## src/rtl/yd_wbq.sv

```systemverilog
// Dual-source write-back queue with dual-port register-file drain,
// PC write gating and hazard lookup.
module yd_wbq #(
  parameter int DEPTH = 4
) (
  input  logic        clk,
  input  logic        rst_n,
  input  logic        a_valid,
  output logic        a_ready,
  input  logic [3:0]  a_addr,
  input  logic [15:0] a_data,
  input  logic        b_valid,
  output logic        b_ready,
  input  logic [3:0]  b_addr,
  input  logic [15:0] b_data,
  input  logic        jpc,
  output logic        we0,
  output logic [3:0]  waddr0,
  output logic [15:0] din0,
  output logic        we1,
  output logic [3:0]  waddr1,
  output logic [15:0] din1,
  input  logic [3:0]  raddr0,
  input  logic [3:0]  raddr1,
  output logic        pend0,
  output logic        pend1,
  output logic        empty
);

  localparam int PW = $clog2(DEPTH);
  localparam int CW = PW + 1;
  localparam logic [3:0] PC = 4'hF;

  logic [3:0]    r_addr [DEPTH];
  logic [15:0]   r_data [DEPTH];
  logic [PW-1:0] r_head;
  logic [PW-1:0] r_tail;
  logic [CW-1:0] r_count;

  logic [PW-1:0] w_h1_ptr;
  logic [3:0]    w_h0_addr;
  logic [3:0]    w_h1_addr;
  logic [15:0]   w_h0_data;
  logic [15:0]   w_h1_data;
  logic          w_a_push;
  logic          w_b_push;
  logic [PW-1:0] w_b_ptr;
  logic [1:0]    w_push;
  logic [1:0]    w_pop;
  logic [PW-1:0] w_off;

  assign w_h1_ptr  = r_head + PW'(1);
  assign w_h0_addr = r_addr[r_head];
  assign w_h1_addr = r_addr[w_h1_ptr];
  assign w_h0_data = r_data[r_head];
  assign w_h1_data = r_data[w_h1_ptr];

  assign a_ready = r_count < CW'(DEPTH);
  assign b_ready = r_count < CW'(DEPTH - 1);
  assign empty   = r_count == '0;

  // writes to r0 are accepted but never stored
  assign w_a_push = a_valid && a_ready && (a_addr != 4'h0);
  assign w_b_push = b_valid && b_ready && (b_addr != 4'h0);
  assign w_b_ptr  = r_tail + PW'(w_a_push);
  assign w_push   = {1'b0, w_a_push} + {1'b0, w_b_push};

  always_comb begin
    we0    = 1'b0;
    waddr0 = 4'h0;
    din0   = 16'h0;
    we1    = 1'b0;
    waddr1 = 4'h0;
    din1   = 16'h0;
    w_pop  = 2'd0;
    if (r_count == '0) begin
      w_pop = 2'd0;
    end else if (w_h0_addr == PC && !jpc) begin
      w_pop = 2'd0;
    end else if (r_count == CW'(1) ||
                 (w_h1_addr == PC && !jpc)) begin
      we0    = 1'b1;
      waddr0 = w_h0_addr;
      din0   = w_h0_data;
      w_pop  = 2'd1;
    end else if (w_h0_addr == w_h1_addr) begin
      we0    = 1'b1;
      waddr0 = w_h1_addr;
      din0   = w_h1_data;
      w_pop  = 2'd2;
    end else begin
      we0    = 1'b1;
      waddr0 = w_h0_addr;
      din0   = w_h0_data;
      we1    = 1'b1;
      waddr1 = w_h1_addr;
      din1   = w_h1_data;
      w_pop  = 2'd2;
    end
  end

  // hazard lookup spans every live slot, including ones issuing now
  always_comb begin
    pend0 = 1'b0;
    pend1 = 1'b0;
    w_off = '0;
    for (int i = 0; i < DEPTH; i++) begin
      w_off = PW'(i) - r_head;
      if ({1'b0, w_off} < r_count) begin
        if (r_addr[i] == raddr0) pend0 = 1'b1;
        if (r_addr[i] == raddr1) pend1 = 1'b1;
      end
    end
    if (raddr0 == 4'h0) pend0 = 1'b0;
    if (raddr1 == 4'h0) pend1 = 1'b0;
  end

  always_ff @(posedge clk) begin
    if (w_a_push) begin
      r_addr[r_tail] <= a_addr;
      r_data[r_tail] <= a_data;
    end
    if (w_b_push) begin
      r_addr[w_b_ptr] <= b_addr;
      r_data[w_b_ptr] <= b_data;
    end
  end

  always_ff @(posedge clk or negedge rst_n) begin
    if (!rst_n) begin
      r_head  <= '0;
      r_tail  <= '0;
      r_count <= '0;
    end else begin
      r_head  <= r_head + PW'(w_pop);
      r_tail  <= r_tail + PW'(w_push);
      r_count <= r_count + CW'(w_push) - CW'(w_pop);
    end
  end

endmodule

```

## config.mk

```make
export PLATFORM = sky130hd
export DESIGN_NAME = yd_wbq
export DESIGN_NICKNAME = d
export VERILOG_FILES = /design/src/rtl/yd_wbq.sv
export SDC_FILE = /design/constraint.sdc
export NUM_CORES = 1
export LEC_CHECK = 0
export CORE_MARGIN = 4
export CORE_UTILIZATION = 45
export CTS_CLUSTER_SIZE = 28
export DETAILED_ROUTE_END_ITERATION = 10
export PLACE_DENSITY = 0.79
export SLEW_MARGIN = 40
export SYNTH_ARGS = -nofsm -noshare
export SYNTH_HDL_FRONTEND = slang
export SYNTH_SLANG_ARGS = --single-unit
```

## constraint.sdc

```tcl
create_clock -name clk -period 4.1 [get_ports clk]
set_clock_uncertainty 0.2 [all_clocks]
set_input_delay 0.82 -clock clk [delete_from_list [all_inputs] [get_ports clk]]
set_output_delay 0.82 -clock clk [all_outputs]
set_load 0.01 [all_outputs]
```

==> metrics.md <==
| Metric | Value |
|---|---|
| Worst slew pin tran | `0.515 ns` |
| Worst Setup End Kind | `output port` |
| Layout Cells excl Fill | `861` |
| Post-synth EDFFs | `80` |
| Async S/R FF share, synth | `8.05%` |
| Hold WS | `0.459 ns` |
| Reg2Reg Setup Slack | `approximately 0.80 ns` |
| Clk_lat worst skew | `approximately 0.34 ns` |
| Wirelength per Cell | `19.5 µm` |
| Antenna diode count | `0` |
| Drt pass-1 iters | `5` |
| Vias in the first global route | `5094` |
| Register Area | `~2600 µm²` |
| Routability cong. | `around 0.9` |
| FF+latch count, synth | `87` |
| Placed cell count | `840` |
| Synth Flop Type | `edfxtp_1` |
| Final WL | `16800 µm` |
| Crit path DAT | `roughly 3.0 ns` |
| Area leader, netlist | `edfxtp_1` |
| TritonCTS clock tree | `yes` |
| I/O pin count | `100` |
| Final hold vios | `0` |
| First-pass GRT wire length | `between 20000 and 30000 µm` |
| Outcome | `finished, final reports clean` |
| # DRC | `0` |
| Clock slew at reported path FFs | `0.06 ns` |
| Area Growth Syn to Fin | `27.6%` |
| Core area | `13900 µm²` |
| Syn Inst Count | `just under 600` |
| Root buf cell | `clkbuf_16` |
| Synth cell types | `51` |
| Final instance area | `just over 8000 µm²` |
| Max FO, Critical Path | `9` |
| Total nets after synthesis | `between 600 and 700` |
| CTS Buf Count | `9` |
| H-tree levels | `3` |
| Post-route ant nets | `0` |
| DP Area | `7610 µm²` |
| PwrDens | `around 860 nW/µm²` |
| Synth top area cells | `edfxtp_1, mux2_2, mux2i_1` |
| Final Cycle Share | `98.8%` |
| Multi-input logic area | `3500 µm²` |
| Leak pwr | `3.37 nW` |
| CP required | `3.08 ns` |
| CTS Hold Bufs | `0` |
| DP HPWL | `12000 µm` |
| Yosys warning total | `0` |
| Util after Layout | `58.5%` |
| Overall Global Routing Usage | `20.5%` |
| Fillers | `1098` |
| Clock buffer depth | `2` |
| Die width | `127 µm` |
| Final setup fails | `0` |
| Initial drt markers | `345` |
| Initial core utilization | `45.8%` |
| Grt ovf | `0` |
| CP startpoint kind | `input port` |
| Share of layout cells above drive strength 1 | `27.8%` |
| Max-Slew Margin vs Limit | `about two thirds` |
| Max Clock Freq | `247 MHz` |
| Avg Vias per Cell | `5.66` |
| Worst vdd ir | `0.000451 V` |
| Die area | `about 16000 µm²` |
| Clock sinks | `slightly below 90` |
| Commonest non-fill, non-tap cell in the layout | `mux2_2` |
| Die H | `127 µm` |
| Syn_area_per_cell | `10.9 µm²` |
| Port bufs | `99` |
| Synthesized area | `~6400 µm²` |
| Hold Path Class | `flop to flop` |
| Routed vias | `between 4000 and 5000` |
| Top-area cell type share of the netlist area | `37.8%` |
| Commonest non-fill, non-tap cells in the layout | `mux2_2, edfxtp_1, nor2_1` |
| Max-cap violations | `0` |
| Total negative slack | `0 ns` |
| Final #Nets | `739` |
| CP Class | `input port to output port` |
| Final Max Tran Viols | `0` |
| # rows | `43` |
| Unrepaired setup endpoints after global routing | `false` |
| Largest net degree at the start of global routing | `37` |
| Initial antenna violation count | `0` |
| Min Tclk post-route | `around 4.0 ns` |
| Seq/Total Area, Yosys | `about two fifths` |
[path summary, 6_finish.rpt]
path,startpoint,end,depth (start not counted)
setup / recovery,jpc,din1[6],10
hold / removal,r_tail[0]$_DFF_PN0_,r_tail[0]$_DFF_PN0_,1
setup reg to reg,r_head[1]$_DFF_PN0_,r_count[2]$_DFF_PN0_,10
min in group asynchronous,rst_n,r_count[2]$_DFF_PN0_,1
max in group asynchronous,rst_n,r_head[1]$_DFF_PN0_,1
hold reg to reg,r_tail[0]$_DFF_PN0_,r_tail[0]$_DFF_PN0_,1
[layer usage]
| layer | wire length (µm) | global-route usage [%] |
|---|---|---|
| met5 | 0 | 0 |
| met2 | 8880 | 36.8 |
| met3 | 815 | 3.07 |
| met1 | 6810 | 25.1 |
| met4 | 260 | 7.07 |
[layout make-up]
cell class / count / area share [%]
multi-input combinational: 424 / 43.1
sequential: 87 / 31.8
timing repair buffer: 138 / 17.6
clock buffer: 9 / 2.78
tap: 180 / 2.78
clock inverter: 7 / 1.19
inverter: 16 / 0.740
[cell families (layout without fill, tap and decap cells)]
kind of cell / count (synthesis) / count (layout) / share of synthesized area [%]
AOI/OAI and AO/OA: 66 / 66 / 6.55
and+or+nand+nor: 134 / 134 / 9.27
xor gates and xnor gates: 54 / 54 / 7.44
DFF: 87 / 87 / 40.5
buffers and inverters: 74 / 170 / 5.53
adders and majority gates: 10 / 10 / 2.20
muxes: 160 / 160 / 28.5
[through the flow]
step / total power [W] / setup slack, ns
3_5_place_dp: 0.00606 / -0.109
5_1_grt: 0.00740 / 0.00373
4_1_cts: 0.00703 / 0.000487
6_report: 0.00696 / 0.0508
3_3_place_gp: 0.00592 / -0.0789
2_1_floorplan: 0.00418 / 0.313
[where the power goes]
group,switching (W),internal [W]
combinational,0.00225,0.00229
sequential,0.000239,0.00130
clock,0.000345,0.000535
[synthesized netlist by cell type (2+ instances only)]
cell and instances:
mux2_1 5, nand4_1 5, nor2_1 80, xnor2_1 22
buf_1 4, o21ai_0 27, inv_1 16, edfxtp_1 80
mux2_4 6, clkbuf_2 2, nor2b_1 3, xor2_1 32
nand3_1 5, nand2_1 21, nor3_1 4, a211oi_1 2
a21oi_1 21, clkbuf_1 27, nor4_1 6, mux4_2 2
dfrtp_1 7, ha_1 8, or4_1 2, a31oi_1 2
buf_6 6, buf_2 18, fa_1 2, mux2i_1 38
nand2b_1 3, mux2_2 108
[state kept, by name, indices dropped and copies added, names as in the netlist]
signal	count
r_addr	16
r_count	3
r_data	64
r_head	2
r_tail	2
[worst max-delay path: stages]
cell and delay, ns:
clkdlybuf4s50_1 0.54, nand2b_4 0.19, a2bb2oi_4 0.17, o41ai_4 0.08, buf_6 0.16, nor2_2 0.14
o21ai_2 0.11, buf_6 0.16, nor2_1 0.12, clkdlybuf4s50_1 0.55
[timing repair]
action,CTS,global route
pin swaps,2,1
endpoints found under the setup margin,33,30
gates cloned,1,0
setup buffers,2,2
resized for setup,13,31
(Power assumes the default switching activity.)
